`src/rtl/cfg_word_packer_pkg.sv`:
```
// Shared configuration-path definitions.
// Holds the packer FSM state encoding, the position of the layer-count field
// inside the network header, and the helpers that derive beat-per-word and
// layer-count widths. The CCU imports the same package so header and word
// layout are defined once.
package cfg_pkg;

  typedef enum logic [2:0] {
    ST_IDLE  = 3'd0,
    ST_HEAD  = 3'd1,
    ST_LOAD  = 3'd2,
    ST_DRAIN = 3'd3,
    ST_FNH   = 3'd4
  } cfg_state_e;

  // Layer count sits in the low bits of the header beat.
  localparam int HDR_NL_LSB = 0;

  function automatic int cfg_beats(input int cfg_width, input int in_width);
    return cfg_width / in_width;
  endfunction

  // Width that can hold 0..max_layer.
  function automatic int cfg_nl_width(input int max_layer);
    return $clog2(max_layer + 1);
  endfunction

endpackage

```
`src/rtl/cfg_word_packer_out_slot.sv`:
```
// Single-entry valid/ready output register.
// Ports:
//   clk, rst_n  clock, async active-low reset
//   i_load      capture i_dat this edge (caller only loads when o_free)
//   i_dat       word to capture
//   i_rdy       downstream ready
//   o_vld       slot holds a word
//   o_dat       held word, stable until accepted
//   o_free      slot is empty or is being accepted this cycle
module cfg_out_slot #(
  parameter int W = 256
) (
  input  logic         clk,
  input  logic         rst_n,
  input  logic         i_load,
  input  logic [W-1:0] i_dat,
  input  logic         i_rdy,
  output logic         o_vld,
  output logic [W-1:0] o_dat,
  output logic         o_free
);

  logic         r_vld;
  logic [W-1:0] r_dat;

  always_ff @(posedge clk or negedge rst_n) begin
    if (!rst_n) begin
      r_vld <= 1'b0;
      r_dat <= '0;
    end else begin
      if (i_load) begin
        r_vld <= 1'b1;
        r_dat <= i_dat;
      end else if (r_vld && i_rdy) begin
        r_vld <= 1'b0;
      end
    end
  end

  assign o_vld  = r_vld;
  assign o_dat  = r_dat;
  assign o_free = !r_vld || i_rdy;

endmodule

```
`src/rtl/cfg_word_packer.sv`:
```
// Network configuration packer: turns a header plus narrow interface beats
// into full-width layer-config words for the CCU configuration FIFO.
// Ports:
//   clk, rst_n       clock, async active-low reset
//   ITFCFG_Start     pulse, begins a network load (ignored unless idle)
//   ITFCFG_Dat/Vld   interface beat and its valid
//   CFGITF_DatRdy    beat ready (combinational)
//   CFGCCU_Dat/Vld   assembled word and its valid
//   CCUCFG_DatRdy    CCU FIFO ready
//   CFGITF_Fnh       pulse, all layer words delivered
//   CFGITF_Err       pulse, illegal layer count in header
//   CFG_Busy         load in progress
//
// state | meaning
// IDLE  | waiting for start, no beats accepted
// HEAD  | next beat is the header carrying the layer count
// LOAD  | packing beats into words, handing words to the output slot
// DRAIN | last word sits in the output slot, waiting for acceptance
// FNH   | one-cycle finish pulse
module cfg_word_packer
  import cfg_pkg::*;
#(
  parameter int IN_WIDTH  = 32,
  parameter int CFG_WIDTH = 256,
  parameter int MAX_LAYER = 16
) (
  input  logic                 clk,
  input  logic                 rst_n,
  input  logic                 ITFCFG_Start,
  input  logic [IN_WIDTH-1:0]  ITFCFG_Dat,
  input  logic                 ITFCFG_DatVld,
  output logic                 CFGITF_DatRdy,
  output logic [CFG_WIDTH-1:0] CFGCCU_Dat,
  output logic                 CFGCCU_DatVld,
  input  logic                 CCUCFG_DatRdy,
  output logic                 CFGITF_Fnh,
  output logic                 CFGITF_Err,
  output logic                 CFG_Busy
);

  localparam int BEATS = cfg_beats(CFG_WIDTH, IN_WIDTH);
  localparam int BCW   = $clog2(BEATS);
  localparam int LCW   = cfg_nl_width(MAX_LAYER);
  localparam logic [BCW-1:0] LAST_BEAT = BCW'(BEATS - 1);
  localparam logic [LCW-1:0] NL_MAX    = LCW'(MAX_LAYER);

  cfg_state_e           r_state;
  logic [BCW-1:0]       r_beat_cnt;
  logic [LCW-1:0]       r_word_cnt;
  logic [LCW-1:0]       r_nl;
  logic [CFG_WIDTH-1:0] r_asm;
  logic                 r_asm_full;
  logic                 r_busy;
  logic                 r_fnh;
  logic                 r_err;

  logic                 w_beat_xfer;
  logic                 w_last_beat;
  logic                 w_last_word;
  logic                 w_load;
  logic                 w_slot_free;
  logic                 w_slot_vld;
  logic [LCW-1:0]       w_hdr_nl;
  logic [CFG_WIDTH-1:0] w_asm_next;
  logic [CFG_WIDTH-1:0] w_load_dat;
  logic [CFG_WIDTH-1:0] w_slot_dat;

  assign w_hdr_nl = ITFCFG_Dat[HDR_NL_LSB +: LCW];

  // Word currently in assembly is the last one of the network.
  assign w_last_word = (r_word_cnt + LCW'(1)) == r_nl;

  // A complete word waiting for the slot blocks further beats. Once the slot
  // frees, the next word may start in the same cycle unless this was the last.
  always_comb begin
    CFGITF_DatRdy = 1'b0;
    case (r_state)
      ST_HEAD: CFGITF_DatRdy = 1'b1;
      ST_LOAD: CFGITF_DatRdy = r_asm_full ? (w_slot_free && !w_last_word) : 1'b1;
      default: CFGITF_DatRdy = 1'b0;
    endcase
  end

  always_comb begin
    w_asm_next = r_asm;
    w_asm_next[r_beat_cnt*IN_WIDTH +: IN_WIDTH] = ITFCFG_Dat;
  end

  assign w_beat_xfer = ITFCFG_DatVld && CFGITF_DatRdy;
  assign w_last_beat = w_beat_xfer && (r_state == ST_LOAD) && (r_beat_cnt == LAST_BEAT);
  assign w_load      = (r_state == ST_LOAD) && w_slot_free && (r_asm_full || w_last_beat);
  // Final beat bypasses the assembly register straight into the slot.
  assign w_load_dat  = r_asm_full ? r_asm : w_asm_next;

  always_ff @(posedge clk or negedge rst_n) begin
    if (!rst_n) begin
      r_state    <= ST_IDLE;
      r_beat_cnt <= '0;
      r_word_cnt <= '0;
      r_nl       <= '0;
      r_asm      <= '0;
      r_asm_full <= 1'b0;
      r_busy     <= 1'b0;
      r_fnh      <= 1'b0;
      r_err      <= 1'b0;
    end else begin
      r_fnh <= 1'b0;
      r_err <= 1'b0;
      case (r_state)
        ST_IDLE: begin
          if (ITFCFG_Start) begin
            r_state <= ST_HEAD;
            r_busy  <= 1'b1;
          end
        end
        ST_HEAD: begin
          if (w_beat_xfer) begin
            if (w_hdr_nl == '0 || w_hdr_nl > NL_MAX) begin
              r_state <= ST_IDLE;
              r_busy  <= 1'b0;
              r_err   <= 1'b1;
            end else begin
              r_state    <= ST_LOAD;
              r_nl       <= w_hdr_nl;
              r_word_cnt <= '0;
              r_beat_cnt <= '0;
              r_asm_full <= 1'b0;
            end
          end
        end
        ST_LOAD: begin
          if (w_beat_xfer) begin
            r_asm      <= w_asm_next;
            r_beat_cnt <= (r_beat_cnt == LAST_BEAT) ? '0 : r_beat_cnt + BCW'(1);
          end
          if (w_last_beat && !w_slot_free) begin
            r_asm_full <= 1'b1;
          end else if (w_load) begin
            r_asm_full <= 1'b0;
          end
          if (w_load) begin
            r_word_cnt <= r_word_cnt + LCW'(1);
            if (w_last_word) begin
              r_state <= ST_DRAIN;
            end
          end
        end
        ST_DRAIN: begin
          if (w_slot_vld && CCUCFG_DatRdy) begin
            r_state <= ST_FNH;
            r_busy  <= 1'b0;
            r_fnh   <= 1'b1;
          end
        end
        ST_FNH: begin
          r_state <= ST_IDLE;
        end
        default: begin
          r_state <= ST_IDLE;
          r_busy  <= 1'b0;
        end
      endcase
    end
  end

  cfg_out_slot #(
    .W (CFG_WIDTH)
  ) u_out_slot (
    .clk    (clk),
    .rst_n  (rst_n),
    .i_load (w_load),
    .i_dat  (w_load_dat),
    .i_rdy  (CCUCFG_DatRdy),
    .o_vld  (w_slot_vld),
    .o_dat  (w_slot_dat),
    .o_free (w_slot_free)
  );

  assign CFGCCU_Dat    = w_slot_dat;
  assign CFGCCU_DatVld = w_slot_vld;
  assign CFGITF_Fnh    = r_fnh;
  assign CFGITF_Err    = r_err;
  assign CFG_Busy      = r_busy;

endmodule

```
`config.mk`:
```
export PLATFORM = sky130hd
export DESIGN_NAME = cfg_word_packer
export DESIGN_NICKNAME = d
export VERILOG_FILES = /design/src/rtl/cfg_word_packer_pkg.sv /design/src/rtl/cfg_word_packer_out_slot.sv /design/src/rtl/cfg_word_packer.sv
export SDC_FILE = /design/constraint.sdc
export NUM_CORES = 1
export LEC_CHECK = 0
export CORE_MARGIN = 3
export CORE_UTILIZATION = 57
export CTS_BUF_LIST = sky130_fd_sc_hd__clkbuf_4
export CTS_CLUSTER_DIAMETER = 30
export DETAILED_ROUTE_END_ITERATION = 12
export HOLD_SLACK_MARGIN = 0.08
export PLACE_DENSITY = 0.82
export SLEW_MARGIN = 20
export SYNTH_ARGS = -nofsm -noshare
export SYNTH_HDL_FRONTEND = slang
export SYNTH_SLANG_ARGS = --single-unit
```
`constraint.sdc`:
```
create_clock -name clk -period 3.2 [get_ports clk]
set_input_delay 0.96 -clock clk [delete_from_list [all_inputs] [get_ports clk]]
set_output_delay 0.96 -clock clk [all_outputs]
set_load 0.005 [all_outputs]
```
==> impl_metrics.yaml <==
power:
  p_sw_mw: 5.09
  pwr-share-seq: 0.446
  power_density_nw_per_um2: 593
  total_power_mw: 17.1
  p_int_mw: 12.1
  vdd_drop_max_mv: 0.383
  leakagePower_nw: 12.9
  combPwrFrac: 0.227
  p_sw_frac: 0.297
  clockPowerShare: 0.327
outcome:
  outcome: "complete, but fails checks"
  violations: "negative setup slack"
synth:
  synth_xor_area_frac: 0.00480
  synthSimpleGateAreaFrac: 0.0864
  async_flop_share: 1.00
  ys_warn_count: 0
  yosysSeqAreaShare: 0.575
  synthDistinctLibCells: 43
  synth_edf_count: 0
  synthesis.nets: 1957
  ys.flop_type: "dfrtp_1"
  synthAdderAreaFrac: 0.00431
  synth_compound_area_frac: 0.0619
  synth_top_family_by_area: "multiplexers"
  synthMuxAreaShare: 0.242
  avgSynthCellArea_um2: 12.1
  synthCells: 1912
  netlist_area_um2: 23200
  ys_seq_elements: 533
sta:
  slew_headroom: 0.468
  skew_ps: 41.5
  setup_viol: 1
  rsz0062_at_grt: "yes"
  finalCritPeriodShare: 1.03
  period_needed_ps: 3300
  fin_ws_ps: -101
  worst_pin_slew_ps: 796
  drv_slew: 0
  clock.fmax_mhz: 303
  hold_viol: 0
routing:
  routed_wl_um: 63700
  via_per_inst: 5.71
  via_count: 16600
  drc: 0
  ant_nets: 0
  first_pass_iters: 5
  drt_iter0_drc: 1186
  wl_per_cell_um: 21.9
clocking:
  cts.sinks: 533
  path_clk_slew_ps: 60
  cts_inserted_buffers: 139
  htree_levels: 4
  cts_root_buf: "clkbuf_4"
  cts_tree: "yes"
  cts_buffer_depth: 3
  clk_latency_ps: 830
critical_path:
  path_class: "reg2out"
  r2r-start: "r_beat_cnt[1]"
  reg2reg_depth: 8
  worstPathArrival_ps: 2340
  critPathCaptureType: "output port"
  crit_path_end: "CFGITF_DatRdy"
  startpoint_type: "flop"
  crit_path_start: "r_word_cnt[1]"
  reg2reg_to: "r_asm[134]"
  required_ps: 2240
  r2r_slack_ps: 430
  crit_fanout: 3
final_layout:
  instances_no_fill: 2903
  area_growth_pct: 24.7
  drive_gt1_frac: 0.232
  fin_nets: 2346
die:
  fp.coreArea_um2: 40000
  dieHeight_um: 208
  dieArea_um2: 43200
  initial_core_util: 0.580
  row_count: 73
  die_x_um: 208
  boundaryPins: 298
global_route:
  grt_pass1_vias: 17300
  antenna_found_initial: 4
  grt_max_degree: 147
  track_usage: 0.295
  gr-total-overflow: 0
  grt_pass1_wl_um: 99000
worst_hold_path:
  hold_class: "reg2reg"
  whs_path_depth: 2
placement:
  portBuffers: 297
  dpl.hpwl_um: 41800
  routabilityCongestion: 0.866
  dp_cells: 2680
flow_run:
  maxCapViolations: 0
-- area by class of cell --
cell class / instances / area [um^2]
flip-flops and latches: 533 / 13300
fillers: 2737 / 11100
multi-input cells: 1245 / 9400
repair buffers: 374 / 3890
clock buffers: 194 / 1460
well taps: 525 / 657
clock inverters: 22 / 166
inverters: 8 / 30.0
diodes: 2 / 5.00
-- synth_stat cells (all sizes together) (2+ instances only) --
cell type | number | share of area
or3 | 2 | 0.00054
nand4 | 2 | 0.00054
nand2b | 2 | 0.00054
o21ai | 264 | 0.057
mux2 | 261 | 0.13
o22ai | 2 | 0.00054
xnor3 | 3 | 0.0029
dfrtp | 533 | 0.57
nand3 | 10 | 0.0022
nor4b | 5 | 0.0022
ha | 8 | 0.0043
nor2 | 17 | 0.0027
and2 | 83 | 0.022
a21o | 2 | 0.00065
nor3b | 2 | 0.00065
mux2i | 257 | 0.11
nand2 | 268 | 0.043
xnor2 | 4 | 0.0015
inv | 8 | 0.0013
a21oi | 8 | 0.0017
nor3 | 5 | 0.0017
nand4b | 4 | 0.0015
buf | 49 | 0.012
nor2b | 2 | 0.00054
clkbuf | 77 | 0.012
and3 | 23 | 0.0062
-- worst max-delay path, cell delays in order (launching register included) --
cell,delay [ps]
dfrtp_1,420
ha_4,190
nand3_2,90
xnor3_1,260
nand4_1,170
nand2_1,60
a31oi_1,180
buf_2,140
-- cells in the final DEF (no fill, tap or decap), drive strengths merged, types with 4 or more instances in the layout --
cell type	instances
mux2	261
nor2	17
mux2i	257
clkdlybuf4s50	295
nand2	268
buf	78
clkbuf	194
a21oi	8
nor4b	5
nand3	10
nand4b	4
clkinv	16
inv	11
ha	8
dfrtp	533
nor3	5
and3	23
xnor2	4
and2	83
o21ai	264
-- registers in the layout (all words and copies together), names as in the netlist --
signal / flops
r_asm: 256
u_out_slot.o_dat: 256
r_nl: 5
r_word_cnt: 5
r_beat_cnt: 3
r_state: 3
CFGITF_Err: 1
CFGITF_Fnh: 1
CFG_Busy: 1
r_asm_full: 1
u_out_slot.o_vld: 1
-- through the flow --
step | TNS (ps) | instance area [um^2] | hold slack (ps) | worst slack [ps] | util
after floorplan | 0 | 23200 | 457 | 562 | -
after global placement | -101 | 27300 | 463 | -101 | 0.681
after detailed placement | -94.4 | 27300 | 470 | -94.4 | 0.681
after CTS | -97.5 | 28900 | 483 | -97.5 | 0.723
after global routing | -230 | 28900 | 501 | -230 | 0.723
final | -101 | 28900 | 478 | -101 | 0.723
-- layer usage --
layer / track usage / share of wire
met4: 0.144 / 0.045
met1: 0.381 / 0.40
met3: 0.0651 / 0.068
met2: 0.476 / 0.48
met5: 0 / 0
-- power groups by stage --
| stage | clock, mW | sequential [mW] | combinational [mW] |
|---|---|---|---|
| 2_1_floorplan | 0 | 7.65 | 2.58 |
| 5_1_grt | 6.09 | 7.71 | 4.19 |
| 3_3_place_gp | 0 | 7.71 | 3.71 |
| 6_report | 5.61 | 7.65 | 3.89 |
| 3_5_place_dp | 0 | 7.75 | 3.82 |
| 4_1_cts | 5.75 | 7.64 | 3.87 |
-- timing repair --
action,CTS,global route
pin swaps,6,1
endpoints found under the setup margin,1,1
gates resized for setup,7,0
endpoints found under the hold margin,53,0
buffers inserted,4,0
hold buffers,1,0
-- cells by family (layout without fill, tap and decap cells) --
logic type	count (synthesis)	in the layout
AO/OA/AOI/OAI	282	282
XOR/XNOR	8	8
adder cells (fa/ha/maj)	8	8
buffers and inverters	134	598
flip-flops	533	533
multiplexers	518	518
other	0	2
AND/OR/NAND/NOR	429	429
-- worst min-delay path by stage --
stage | start | endpoint | slack [ps]
3_5_place_dp | u_out_slot.o_dat[59] | u_out_slot.o_dat[59] | 470
5_1_grt | r_asm[44] | r_asm[44] | 500
2_1_floorplan | r_asm[44] | r_asm[44] | 460
3_3_place_gp | u_out_slot.o_dat[203] | u_out_slot.o_dat[203] | 460
6_report | u_out_slot.o_dat[209] | u_out_slot.o_dat[209] | 480
4_1_cts | u_out_slot.o_dat[196] | u_out_slot.o_dat[196] | 480
Note: power is estimated with default switching activity, not from simulation.
